`config.mk`:
```
export PLATFORM = sky130hd
export DESIGN_NAME = p_buf_ctrl
export DESIGN_NICKNAME = d
export VERILOG_FILES = /design/src/rtl/p_buf_ctrl_pkg.sv /design/src/rtl/p_buf_ctrl_ram_p.sv /design/src/rtl/p_buf_ctrl.sv
export SDC_FILE = /design/constraint.sdc
export NUM_CORES = 1
export LEC_CHECK = 0
export CAP_MARGIN = 10
export CORE_AREA = 2 2 108 110
export DETAILED_ROUTE_END_ITERATION = 8
export DIE_AREA = 0 0 110 112
export GPL_ROUTABILITY_DRIVEN = 0
export PLACE_DENSITY_LB_ADDON = 0.2
export SLEW_MARGIN = 10
export SYNTH_ARGS = -nofsm -noshare
export SYNTH_HDL_FRONTEND = slang
export SYNTH_SLANG_ARGS = --single-unit
```
`constraint.sdc`:
```
create_clock -name clk -period 5.6 [get_ports clk]
set_input_delay 1.12 -clock clk [delete_from_list [all_inputs] [get_ports clk]]
set_output_delay 1.12 -clock clk [all_outputs]
set_load 0.01 [all_outputs]
```
`src/rtl/p_buf_ctrl_pkg.sv`:
```
// Shared definitions for the frame buffer controller: FSM encoding and default geometry.
package p_buf_ctrl_pkg;

  typedef enum logic {
    LOAD  = 1'b0,
    DRAIN = 1'b1
  } state_e;

  localparam int RAM_WIDTH_DEF     = 8;
  localparam int RAM_ADDR_BITS_DEF = 4;

endpackage

```
`src/rtl/p_buf_ctrl_ram_p.sv`:
```
// Distributed RAM: synchronous write, asynchronous (zero-latency) read.
module RAM_P #(
  parameter int RAM_WIDTH     = 8,
  parameter int RAM_ADDR_BITS = 4
) (
  input  logic                     clk,
  input  logic                     write_enable,
  input  logic [RAM_ADDR_BITS-1:0] write_address,
  input  logic [RAM_WIDTH-1:0]     input_data,
  input  logic [RAM_ADDR_BITS-1:0] read_addr,
  output logic [RAM_WIDTH-1:0]     output_data
);

  localparam int DEPTH = 2 ** RAM_ADDR_BITS;

  logic [RAM_WIDTH-1:0] mem_q [0:DEPTH-1];

  always_ff @(posedge clk) begin
    if (write_enable) begin
      mem_q[write_address] <= input_data;
    end
  end

  assign output_data = mem_q[read_addr];

endmodule

```
`src/rtl/p_buf_ctrl.sv`:
```
// Store-and-forward frame buffer: loads one frame (up to DEPTH words) then drains it.
module p_buf_ctrl
  import p_buf_ctrl_pkg::*;
#(
  parameter int RAM_WIDTH     = RAM_WIDTH_DEF,
  parameter int RAM_ADDR_BITS = RAM_ADDR_BITS_DEF
) (
  input  logic                   clk,
  input  logic                   reset,
  input  logic [RAM_WIDTH-1:0]   s_data,
  input  logic                   s_valid,
  input  logic                   s_last,
  output logic                   s_ready,
  output logic [RAM_WIDTH-1:0]   m_data,
  output logic                   m_valid,
  output logic                   m_last,
  input  logic                   m_ready,
  output logic                   busy,
  output logic [RAM_ADDR_BITS:0] frame_len
);

  localparam logic [RAM_ADDR_BITS-1:0] LAST_ADDR = '1;

  state_e                   state_q, state_d;
  logic [RAM_ADDR_BITS-1:0] wr_ptr_q, wr_ptr_d;
  logic [RAM_ADDR_BITS-1:0] rd_ptr_q, rd_ptr_d;
  logic [RAM_ADDR_BITS:0]   frame_len_q, frame_len_d;
  logic                     wr_en;

  always_ff @(posedge clk) begin
    if (reset) begin
      state_q     <= LOAD;
      wr_ptr_q    <= '0;
      rd_ptr_q    <= '0;
      frame_len_q <= '0;
    end else begin
      state_q     <= state_d;
      wr_ptr_q    <= wr_ptr_d;
      rd_ptr_q    <= rd_ptr_d;
      frame_len_q <= frame_len_d;
    end
  end

  always_comb begin
    state_d     = state_q;
    wr_ptr_d    = wr_ptr_q;
    rd_ptr_d    = rd_ptr_q;
    frame_len_d = frame_len_q;
    s_ready     = 1'b0;
    m_valid     = 1'b0;
    m_last      = 1'b0;
    wr_en       = 1'b0;
    case (state_q)
      LOAD: begin
        s_ready = 1'b1;
        if (s_valid) begin
          wr_en    = 1'b1;
          wr_ptr_d = wr_ptr_q + 1'b1;
          // A full buffer closes the frame even without s_last.
          if (s_last || (wr_ptr_q == LAST_ADDR)) begin
            state_d     = DRAIN;
            frame_len_d = {1'b0, wr_ptr_q} + 1'b1;
          end
        end
      end
      DRAIN: begin
        m_valid = 1'b1;
        m_last  = (({1'b0, rd_ptr_q} + 1'b1) == frame_len_q);
        if (m_ready) begin
          if (m_last) begin
            state_d  = LOAD;
            wr_ptr_d = '0;
            rd_ptr_d = '0;
          end else begin
            rd_ptr_d = rd_ptr_q + 1'b1;
          end
        end
      end
    endcase
  end

  assign busy      = (state_q == DRAIN);
  assign frame_len = frame_len_q;

  // Reset cycle must never commit a write into the buffer.
  RAM_P #(
    .RAM_WIDTH    (RAM_WIDTH),
    .RAM_ADDR_BITS(RAM_ADDR_BITS)
  ) u_ram (
    .clk          (clk),
    .write_enable (wr_en && !reset),
    .write_address(wr_ptr_q),
    .input_data   (s_data),
    .read_addr    (rd_ptr_q),
    .output_data  (m_data)
  );

endmodule

```
==> flow_summary_export.csv <==
group,metric,value,unit
pwr,power.density,361,nW/um^2
grt,overflow,0,
die,die_x,110,um
grt,grt_pass1_wl,18300,um
die,core,11200,um^2
synthesis,synth.distinct_cells,45,
route,vias,3010,
route,route.met2.wl,6030,um
cts,cts.path.max_buffers,2,
timing,grt_setup_unrepaired,"false",
cts,clockRootBuffer,"clkbuf_16",
final_layout,diodes,0,
route,drt_iter0_drc,250,
synthesis,syn-num-nets,320,
route,first_pass_iters,4,
cts,worst_skew_pair.late_latency,0.42,ns
timing,finalClockSkew,0.00472,ns
timing,fmax,235,MHz
synthesis,synth_seq_cells,146,
setup_path,critPathKind,"register to output pin",
final_layout,regArea,4210,um^2
pwr,seq_power_share,48.6,%
synthesis,synth_edf_count,128,
placed_design,place_inst,457,
final_layout,area_delta_synth_final,16.3,%
cts,postCtsHoldBufs,0,
timing,worst_pin_slew,1.00,ns
setup_path,critPathRequiredTime,4.48,ns
cts,ctsResizeCount,0,
timing,slew_headroom,33.4,%
min_path,hold_start,"frame_len[1]$_SDFFE_PP0P_",
route,top_layer,"met4",
synthesis,netlist_area,5970,um^2
timing,fin_setup_tns,0,ns
final_layout,final_area,6940,um^2
synthesis,synthCells,302,
pwr,switchingPower,0.506,mW
route,met3WireLength,709,um
route,postRouteAntennaNets,0,
pwr,design_power_total,2.51,mW
cts,htree_levels,4,
grt,grt_pass1_vias,2964,
final_layout,drive_gt1_share,14.2,%
run_status,status,"complete, no violations",
min_path,hold_path_class,"register to register",
pwr,vdd_ir_drop_max,177,uV
synthesis,syn_area_per_cell,19.8,um^2
setup_path,critPathMaxFanout,32,
setup_path,end_kind,"output pin",
timing,hold_ws,0.495,ns
synthesis,ys_seq_area_share,70.4,%
final_layout,instances_no_fill,489,
job,cap_viol_max_count,0,
synthesis,synth_async_sr_flop_share,0,%
cts,clk_pin_slew,0.06,ns
pwr,p_comb_share,4.9,%
synthesis,ys_warn_count,0,
pwr,switching_share,20.2,%
route,viasPerCell,6.16,
die,start_util,53.4,%
placed_design,io_buffers,29,
setup_path,start_kind,"register",
route,m1WireLength,4960,um
grt,antenna_found_initial,0,
die,dieArea,12300,um^2
timing,setup_violations,0,
cts,cts.sinks,146,
setup_path,cp.arrival,3.13,ns
timing,fin_crit_sh,75.9,%
final_layout,multi_input_area,1630,um^2
placed_design,dpl.hpwl,7120,um
cts,cts_buffers,17,
route,drt_wl_total,12000,um
placed_design,placed_area,6330,um^2
final_layout,fill_cells,776,
timing,period_needed,4.25,ns
route,wl_per_cell,24.6,um
cts,cts_tree,"built",
grt,grt_usage,21.7,%
pwr,total_leakage_power,2.23,nW
timing,drv_slew,0,
synthesis,synth-main-ff-cell,"edfxtp_1",
pwr,internal_power,2.00,mW
die,die-height,112,um
route,drc,0,
grt,grt_max_degree,33,
timing,hold_viol,0,
cts,post-cts-setup-buffer-count,0,
pwr,pwr-share-clk,46.6,%
setup_path,r2r-start,"busy$_SDFF_PP0_",
die,ios,30,
final_layout,layout.nets,351,
die,rows,39,
==> worst max-delay path, cell delays in order, from the launching register on <==
cell             delay [ns]
dfxtp_2                0.99
mux4_1                 0.70
mux4_2                 0.50
clkdlybuf4s50_1        0.50
==> registers in the layout, indices dropped and copies added (netlist names), named ones only <==
register,flops
u_ram.mem_q,128
wr_ptr_q,4
busy,1
rd_ptr_q,4
frame_len,5
==> power groups by stage <==
stage / Clock, mW / Sequential, mW / Combinational, mW
3_3_place_gp: 0 / 1.24 / 0.119
3_5_place_dp: 0 / 1.24 / 0.123
5_1_grt: 1.23 / 1.22 / 0.133
2_1_floorplan: 0 / 1.23 / 0.0784
6_report: 1.17 / 1.22 / 0.122
4_1_cts: 1.18 / 1.22 / 0.123
==> through the flow <==
step	setup slack [ns]	util, %
after floorplan	2.89	-
after global placement	1.76	56.6
after detailed placement	1.75	56.6
after CTS	1.28	62.1
after global routing	1.21	62.1
final	1.35	62.1
==> cells by family (layout without fill, tap and decap cells) <==
kind of cell	Yosys count	count (layout)	synth area share, %
flops	146	146	70.4
simple gates	56	56	5.34
mux	42	42	16.9
compound gates	24	24	2.98
buf+inv	22	66	2.24
xor+xnor	7	7	1.03
fa+ha+maj	5	5	1.05
==> cell usage after synthesis, drive strengths merged (3+ instances only) <==
library cell	number	share of area [%]
a2111oi	3	0.44
nor4	3	0.31
o21ai	5	0.42
mux4	40	17
edfxtp	128	64
xor2	3	0.44
buf	11	1.6
and3	6	0.63
a211oi	4	0.59
xnor2	4	0.59
dfxtp	18	6.0
nand2	5	0.31
clkbuf	6	0.38
nand3	3	0.25
ha	5	1.0
nor2	11	0.69
and2	14	1.5
inv	5	0.31
nand3b	4	0.50
==> layer usage <==
metal / up-vias / global-route usage, %
li1: 1325 / -
met1: 1557 / 28.4
met2: 106 / 33.7
met3: 22 / 7.08
met4: 0 / 8.44
met5: - / 0
==> final cells by class <==
cell class,instances,share of cell area (%)
multi-input cells,134,23.5
well taps,143,2.58
repair buffers,29,4.18
clock inverters,15,2.74
inverters,5,0.270
clock buffers,17,6.13
flip-flops and latches,146,60.6
==> worst paths after layout <==
path,end,slack (ns),cells after the start
setup / recovery,m_data[3],1.35,3
hold / removal,frame_len[1]$_SDFFE_PP0P_,0.50,2
setup reg to reg,u_ram.mem_q[7][1]$_DFFE_PP_,3.36,3
hold reg to reg,frame_len[1]$_SDFFE_PP0P_,0.50,2
==> layout by cell type (no fill, tap or decap), types with 3 or more instances in the layout <==
cell type        count
xnor2_1              4
o21ai_0              3
clkinvlp_4           3
nor2_1              11
inv_1                5
edfxtp_1           128
nor4_1               3
bufinv_16            4
clkbuf_16           17
and3_1               6
and2_1              14
xor2_1               3
clkinv_1             3
nand3_1              3
mux4_1              24
a2111oi_0            3
nand3b_1             4
nand2_1              5
mux4_2              16
ha_1                 5
dfxtp_1             16
a211oi_1             3
clkdlybuf4s50_1     29
Power figures use the tool's default switching activity.
